**src/rtl/prog_loader.sv**
```systemverilog
// Program loader: buffers host instruction bytes in a small FIFO and streams
// them into control-unit program memory as single-cycle load strobes.
module prog_loader #(
  parameter int DEPTH    = 4,
  parameter int PROG_LEN = 16,
  parameter int INSTR_W  = 8
) (
  input  logic               clk,
  input  logic               rst,
  input  logic               start,
  input  logic               in_valid,
  input  logic [INSTR_W-1:0] in_data,
  input  logic               in_last,
  output logic               in_ready,
  input  logic               hold,
  output logic               load,
  output logic [INSTR_W-1:0] instr_i,
  output logic               run,
  output logic               busy,
  output logic [4:0]         count,
  output logic               ovf
);

  localparam int PTR_W = (DEPTH > 1) ? $clog2(DEPTH) : 1;
  localparam int OCC_W = PTR_W + 1;
  localparam logic [OCC_W-1:0] DEPTH_C    = OCC_W'(DEPTH);
  localparam logic [4:0]       PROG_LEN_C = 5'(PROG_LEN);

  typedef enum logic [1:0] {IDLE, LOAD, FLUSH, DONE} state_t;

  state_t state, state_nxt;

  logic [INSTR_W-1:0] mem [DEPTH];
  logic [PTR_W-1:0]   wr_ptr, rd_ptr;
  logic [OCC_W-1:0]   occ;
  logic [4:0]         acc, acc_inc;
  logic               last_seen;
  logic               full, empty;
  logic               push, pop;
  logic               session_clr, last_hit, ovf_hit;

  assign full    = (occ == DEPTH_C);
  assign empty   = (occ == '0);
  assign acc_inc = acc + 5'd1;

  always_ff @(posedge clk or posedge rst) begin
    if (rst) state <= IDLE;
    else     state <= state_nxt;
  end

  // FLUSH only exits once the last popped byte has actually been strobed out.
  always_comb begin
    state_nxt   = state;
    in_ready    = 1'b0;
    push        = 1'b0;
    pop         = 1'b0;
    busy        = 1'b0;
    run         = 1'b0;
    session_clr = 1'b0;
    last_hit    = 1'b0;
    ovf_hit     = 1'b0;
    case (state)
      IDLE: begin
        if (start) begin
          state_nxt   = LOAD;
          session_clr = 1'b1;
        end
      end
      LOAD: begin
        busy     = 1'b1;
        in_ready = !full && !last_seen && (acc < PROG_LEN_C);
        push     = in_valid && in_ready;
        pop      = !empty && !hold;
        last_hit = push && (in_last || (acc_inc == PROG_LEN_C));
        ovf_hit  = push && !in_last && (acc_inc == PROG_LEN_C);
        if (last_hit) state_nxt = FLUSH;
      end
      FLUSH: begin
        busy = 1'b1;
        pop  = !empty && !hold;
        if (empty && !load) state_nxt = DONE;
      end
      DONE: begin
        run = 1'b1;
        if (start) begin
          state_nxt   = LOAD;
          session_clr = 1'b1;
        end
      end
      default: state_nxt = IDLE;
    endcase
  end

  always_ff @(posedge clk) begin
    if (push) mem[wr_ptr] <= in_data;
  end

  // instr_i keeps its last value between pops; only load drops.
  always_ff @(posedge clk or posedge rst) begin
    if (rst) begin
      load      <= 1'b0;
      instr_i   <= '0;
      wr_ptr    <= '0;
      rd_ptr    <= '0;
      occ       <= '0;
      acc       <= '0;
      count     <= '0;
      ovf       <= 1'b0;
      last_seen <= 1'b0;
    end else begin
      load <= pop;
      if (pop) begin
        instr_i <= mem[rd_ptr];
        rd_ptr  <= rd_ptr + PTR_W'(1);
      end
      if (push) wr_ptr <= wr_ptr + PTR_W'(1);
      if (push && !pop)      occ <= occ + OCC_W'(1);
      else if (!push && pop) occ <= occ - OCC_W'(1);
      if (session_clr) begin
        acc       <= '0;
        count     <= '0;
        ovf       <= 1'b0;
        last_seen <= 1'b0;
      end else begin
        if (push)     acc       <= acc_inc;
        if (pop)      count     <= count + 5'd1;
        if (last_hit) last_seen <= 1'b1;
        if (ovf_hit)  ovf       <= 1'b1;
      end
    end
  end

endmodule

```
**config.mk**
```make
export PLATFORM = sky130hd
export DESIGN_NAME = prog_loader
export DESIGN_NICKNAME = d
export VERILOG_FILES = /design/src/rtl/prog_loader.sv
export SDC_FILE = /design/constraint.sdc
export NUM_CORES = 1
export LEC_CHECK = 0
export CORE_MARGIN = 1
export CORE_UTILIZATION = 50
export CTS_CLUSTER_SIZE = 25
export DETAILED_ROUTE_END_ITERATION = 16
export GPL_TIMING_DRIVEN = 0
export PLACE_DENSITY = 0.73
export SYNTH_ARGS = -nofsm -noshare
export SYNTH_HDL_FRONTEND = slang
export SYNTH_SLANG_ARGS = --single-unit
```
**constraint.sdc**
```tcl
create_clock -name clk -period 3.65 [get_ports clk]
set_clock_uncertainty 0.2 [all_clocks]
set_input_delay 0.365 -clock clk [delete_from_list [all_inputs] [get_ports clk]]
set_output_delay 0.365 -clock clk [all_outputs]
set_load 0.02 [all_outputs]
```
==> results.toml, run 1 <==
[flow_run]
max-cap-violations = 0

[sta]
period_share_pct = 78.77
fmaxAchievable_mhz = 347.8
maxSlewViolCount = 0
slew_headroom_pct = 23.20
finalHoldViolCount = 0
fin_setup_tns_ns = 0
period_needed_ns = 2.875
rsz0062_at_grt = "false"
whs_ns = 0.2757
finalSetupViolCount = 0
tightest_slew_ns = 1.151

[critical_path]
crit_type = "reg -> reg"
slowest_delay_ns = 0.40
required_ns = 3.66
startpoint = "state[0]$_DFFE_PP0P_"
reg2reg_from = "state[0]$_DFFE_PP0P_"
path_cells = "inv_1 > ha_1 > or3_1 > clkbuf_1 > buf_2 > ha_1 > inv_1 > fa_1 > mux2_2"
cp_data_arrival_time_ns = 2.89
crit_fanout = 10
rr_worst_depth = 9
reg2reg_slack_ns = 0.77
cp_slowest_cell = "dfrtp_1"
crit_path_end_kind = "flip-flop"
cp-start-kind = "flip-flop"

[hold_path]
hp-class = "reg -> reg"
worstHoldStart = "instr_i[6]$_DFFE_PP0P_"
hold_path_depth = 2

[synth]
synthAdderAreaFrac_pct = 5.952
netlist_instances = 189
synth-compound-area-share_pct = 2.976
yosysTopAreaCellShare_pct = 36.28
synth_ff_type = "edfxtp_1"
synthSimpleGateAreaFrac_pct = 10.58
syn_area_um2 = 2649
synth_top_area_cell = "edfxtp_1"
synthMuxAreaShare_pct = 8.361
syn_nets = 215
synth-edff-count = 32
synthTopCellsByCount = "nand2_1, edfxtp_1, dfrtp_1"
synth_top_family_by_area = "simple AND/OR/NAND/NOR gates"
synthMostInstantiatedCell = "nand2_1"
synth_area_leaders = "edfxtp_1, dfrtp_1, mux4_2, ha_1, nand2_1"
yosys_warnings = 0
synth-xor-area-share_pct = 3.968
postSynthAreaPerCell_um2 = 14.01
ys_seq_area_share_pct = 64.62
yosys.cell_types.count = 35
synthArstFlopShare_pct = 48.39
ys_ff_latch = 62

[global_route]
grt_pass1_vias = 1526
track_usage_pct = 18.58
overflow = 0
grt_max_degree = 31
antenna_found_initial = 0
grt_pass1_wl_um = 7134

[clock_network]
clock_latency_ns = 0.33
htreeDepth = 3
cts_root_buf = "clkbuf_8"
clk_pin_slew_worst_paths_ns = 0.06
cts_resized = 0
numCtsBuffers = 9
clock_path_buffers = 2
cts_hold_buf = 0
cts_tree = "built"
post_cts_buffers = 0
numClockSinks = 62

[pwr]
netSwitchingFraction_pct = 33.56
powerDensity_nw_per_um2 = 812.7
leakage_nw = 1.336
share_seq_of_total_power_pct = 38.2
intPower_mw = 1.761
ir_drop_uv = 331.2
p_sw_mw = 0.8895
clock_power_share_pct = 24.2
power_frac_comb_pct = 37.6

[floorplanning]
rows = 26
die_h_um = 74.79
die_w_um = 74.79
num_io_pins = 32
die_area_um2 = 5593
initial_utilization_pct = 51.86
core_um2 = 5107

[drt]
drt_first_pass_iters = 4
routed_wl_um = 4274
wl_met3_um = 124
wl_met1_um = 1929
wl_per_cell_um = 13.97
via_count = 1531
drtIter0Drc = 98
avgViaCountPerCell = 5.003
dr.max_layer_used = "met4"
drc_errors = 0
wl_met2_um = 2130
drt.antenna.violating_nets = 0

[final_layout]
drive_gt1_share_pct = 13.56
diodes = 0
fin_nets = 257
area_growth_pct = 23.10
layoutNonFillerInstCount = 306

[placement]
io_buffers = 31
dp.cells = 290
place_congestion = 0.7391
dp_hpwl_um = 2920

[status]
outcome = "finished clean"
-- cells by family (layout without fill, tap and decap cells) --
family | Yosys count | in the layout
flip-flops | 62 | 62
AND/OR/NAND/NOR | 62 | 62
buffers and inverters | 19 | 66
adder cells (fa/ha/maj) | 12 | 12
XOR/XNOR | 12 | 12
multiplexers | 12 | 12
AO/OA/AOI/OAI | 10 | 10
-- cell usage in the layout (no fill, tap or decap), drive strengths merged, types with 2 or more instances in the layout --
cell type / count
o21ai: 3
nand3: 3
nand2: 33
buf: 6
mux4: 8
inv: 12
mux2i: 3
clkinv: 3
xnor2: 5
dfrtp: 30
clkbuf: 11
xor2: 7
a21oi: 3
edfxtp: 32
and2: 4
nand4: 3
clkdlybuf4s50: 31
ha: 11
nor2: 12
bufinv: 2
-- sequential cells by signal, summed over array words and instances, names as in the netlist --
| register | count |
|---|---|
| occ | 3 |
| mem | 32 |
| instr_i | 8 |
| ovf | 1 |
| wr_ptr | 2 |
| count | 5 |
| load | 1 |
| state | 2 |
| last_seen | 1 |
| rd_ptr | 2 |
| acc | 5 |
-- power by group through the flow --
stage,registers (mW),clock network (mW),logic (mW)
final,1.01,0.642,0.996
after detailed placement,1.03,0,1.01
after CTS,1.01,0.654,1.02
after global placement,1.02,0,0.989
after global routing,1.03,0.684,1.11
after floorplan,1.07,0,0.629
-- final timing paths --
kind | to
worst max-delay path | occ[1]$_DFFE_PP0P_
max in group asynchronous | instr_i[0]$_DFFE_PP0P_
worst min-delay path | instr_i[6]$_DFFE_PP0P_
min in group asynchronous | instr_i[7]$_DFFE_PP0P_
worst max register to register | occ[1]$_DFFE_PP0P_
worst min register to register | instr_i[6]$_DFFE_PP0P_
-- critical path, delay by kind of cell, from the launching register on --
family,cells,cell delay [ns]
fa+ha+maj,3,0.98
buf+inv,4,0.55
flops,1,0.40
mux,1,0.26
simple gates,1,0.36
-- stage by stage --
step / power [mW] / setup WS (ns) / instance area (µm²) / utilization (%)
finish: 2.650 / 0.7750 / 3261 / 63.84
global route: 2.831 / 0.6176 / 3261 / 63.84
CTS: 2.684 / 0.7526 / 3261 / 63.84
detailed placement: 2.039 / 0.7797 / 3047 / 59.65
global placement: 2.010 / 0.8004 / 3047 / 59.65
floorplan: 1.703 / 0.9889 / 2649 / -
-- layout make-up --
type                       instances  area (µm²)
buffer                             7       48.80
clock buffer                      10       127.6
clock inverter                     6       86.33
fill                             409        1847
inverter                          12       45.04
multi-input combinational        108       843.3
sequential                        62        1712
tap                               70       87.58
timing repair buffer              31       310.3
-- metal layers --
layer | GRT usage, % | vias up
met2 | 29.73 | 30
li1 | - | 746
met4 | 11.95 | 0
met1 | 22.50 | 749
met5 | 0 | -
met3 | 4.819 | 6
Note: power is estimated with default switching activity, not from simulation.
==> inputs of run 2 (changes only) <==
--- a/config.mk
+++ b/config.mk
@@ -6,11 +6,11 @@
 export NUM_CORES = 1
 export LEC_CHECK = 0
 export CORE_MARGIN = 1
-export CORE_UTILIZATION = 50
+export CORE_UTILIZATION = 49
 export CTS_CLUSTER_SIZE = 25
 export DETAILED_ROUTE_END_ITERATION = 16
 export GPL_TIMING_DRIVEN = 0
-export PLACE_DENSITY = 0.73
+export PLACE_DENSITY = 0.74
 export SYNTH_ARGS = -nofsm -noshare
 export SYNTH_HDL_FRONTEND = slang
 export SYNTH_SLANG_ARGS = --single-unit
==> constraint.sdc (replaced) <==
create_clock -name clk -period 2.6 [get_ports clk]
set_clock_uncertainty 0.2 [all_clocks]
set_input_delay 0.26 -clock clk [delete_from_list [all_inputs] [get_ports clk]]
set_output_delay 0.26 -clock clk [all_outputs]
set_load 0.02 [all_outputs]
==> run 2 against run 1 <==
  * Sequential share of layout area decreased by 1.8 points
  * Critical path type unchanged
  * First-iteration DRC count is 3.1% higher
  * Critical endpoint unchanged
  * Setup slack lost 0.70 ns
  * Final area rose by 3.5%
  * Worst hold slack better by 0.0044 ns
  * Sequential power rose by 40%
  * Die area up 2.0%
  * Flip-flop and latch count unchanged
  * Count of clock-buffer cells in the layout up 2
  * Final cell count is 0.98% higher
  * Non-clock buffer count increased by 3
  * Via count rose by 2.6%
==> results.toml, run 2 (synthesis results as in run 1) <==
[sta]
whs_ns = 0.2801
period_share_pct = 97.03
finalHoldViolCount = 0
finalSetupViolCount = 0
rsz0062_at_grt = "false"
maxSlewViolCount = 0
tightest_slew_ns = 0.7221
period_needed_ns = 2.523
slew_headroom_pct = 51.68
fmaxAchievable_mhz = 396.4
fin_setup_tns_ns = 0

[final_layout]
area_growth_pct = 27.44
regMostFlops = "mem"
diodes = 0
final_common_cell = "nand2_1"
reg_top3 = "mem: 32 flops, instr_i: 8 flops"
final_cell_mix = "nand2_1, edfxtp_1, clkdlybuf4s50_1"
drive_gt1_share_pct = 17.57
fin_nets = 260
largest_reg_flops = 32

[status]
outcome = "finished clean"

[drt]
drc_errors = 0
drtIter0Drc = 101
via_count = 1571
routed_wl_um = 4533
wl_per_cell_um = 14.67
avgViaCountPerCell = 5.084
drt_first_pass_iters = 4
drt.antenna.violating_nets = 0

[floorplanning]
die_area_um2 = 5704
core_um2 = 5172
initial_utilization_pct = 51.21
die_h_um = 75.53
num_io_pins = 32
rows = 26
die_w_um = 75.53

[critical_path]
slowest_delay_ns = 0.42
cp_slowest_cell = "dfrtp_1"
required_ns = 2.62
path_cells = "or3b_4 > and4_4 > buf_6 > buf_8 > ha_2 > inv_1 > fa_1 > mux2_2"
crit_path_end_kind = "flip-flop"
crit_fanout = 10
cp-start-kind = "flip-flop"
cp_data_arrival_time_ns = 2.54
crit_type = "reg -> reg"
critical-path-top-delay-family = "simple AND/OR/NAND/NOR gates"
critPathBufInv = 3

[pwr]
powerDensity_nw_per_um2 = 1157
leakage_nw = 1.369
ir_drop_uv = 829.8

[clock_network]
numCtsBuffers = 9
htreeDepth = 3
cts_tree = "built"
clock_path_buffers = 2
clock_latency_ns = 0.33
clk_pin_slew_worst_paths_ns = 0.07
numClockSinks = 62
cts_root_buf = "clkbuf_8"

[flow_run]
max-cap-violations = 0

[global_route]
antenna_found_initial = 0
grt_pass1_vias = 1468
track_usage_pct = 18.23
grt_pass1_wl_um = 7038
grt_max_degree = 31
overflow = 0

[placement]
io_buffers = 31
place_congestion = 0.7175
dp_hpwl_um = 2941

[hold_path]
hp-class = "reg -> reg"
run 2: changes by cell type in the layout (fill, tap and decap cells not counted), sizes merged:
cell and delta:
buf +3, clkbuf +1, clkinv -1, dlygate4sd3 +1, inv -1
run 2: what timing repair did:
action,CTS,global route
setup buffers,2,1
hold endpoints to repair,0,6
gates resized for setup,3,5
pin swaps,0,2
endpoints found under the setup margin,2,2
hold buffers,0,1
run 2: worst paths after layout:
kind | startpoint | to | slack [ns] | cells after the start
setup / recovery | occ[1]$_DFFE_PP0P_ | occ[1]$_DFFE_PP0P_ | 0.08 | 8
hold / removal | instr_i[4]$_DFFE_PP0P_ | instr_i[4]$_DFFE_PP0P_ | 0.28 | 2
setup reg to reg | occ[1]$_DFFE_PP0P_ | occ[1]$_DFFE_PP0P_ | 0.08 | 8
hold reg to reg | instr_i[4]$_DFFE_PP0P_ | instr_i[4]$_DFFE_PP0P_ | 0.28 | 2
max in group asynchronous | rst | instr_i[7]$_DFFE_PP0P_ | 1.29 | 4
min in group asynchronous | rst | occ[0]$_DFFE_PP0P_ | 0.52 | 3
run 2: metal layers:
layer	share of wire [%]	GRT usage, %	up-vias	routed length [µm]
met2	49	29.46	33	2233
met1	46	22.90	784	2083
met3	3.5	5.556	5	160
met5	0	0	-	0
li1	-	-	749	-
met4	1.2	8.025	0	55
run 2: worst register-to-register path, stage by stage (launching register included):
cell and delay (ns):
dfrtp_1 0.42, or3b_4 0.42, and4_4 0.19, buf_6 0.13, buf_8 0.13, ha_2 0.19, inv_1 0.06, fa_1 0.40
mux2_2 0.27
run 2: power breakdown:
group          leakage, nW  switching [mW]  internal (mW)
Clock                0.118           0.367          0.626
Sequential           0.670           0.140           1.27
Combinational        0.581           0.771          0.728
Total                 1.37            1.28           2.63
run 2: per-stage QoR:
step / util [%] / std cells / area (µm²) / power, mW / setup slack [ns]
3_5_place_dp: 59.22 / 290 / 3063 / 2.886 / -0.1554
4_1_cts: 64.27 / 307 / 3324 / 3.931 / 0.04826
5_1_grt: 65.26 / 309 / 3376 / 4.163 / 0.002943
3_3_place_gp: 59.22 / 290 / 3063 / 2.862 / -0.1408
6_report: 65.26 / 309 / 3376 / 3.907 / 0.07724
2_1_floorplan: - / 189 / 2665 / 2.417 / 0.01524
run 2: area by class of cell:
type,instances,area (µm²)
sequential,62,1712
timing repair buffer,36,370.4
tap,70,87.58
clock inverter,4,76.32
buffer,5,40.04
multi-input combinational,108,878.3
fill,376,1797
inverter,12,45.04
clock buffer,12,166.4
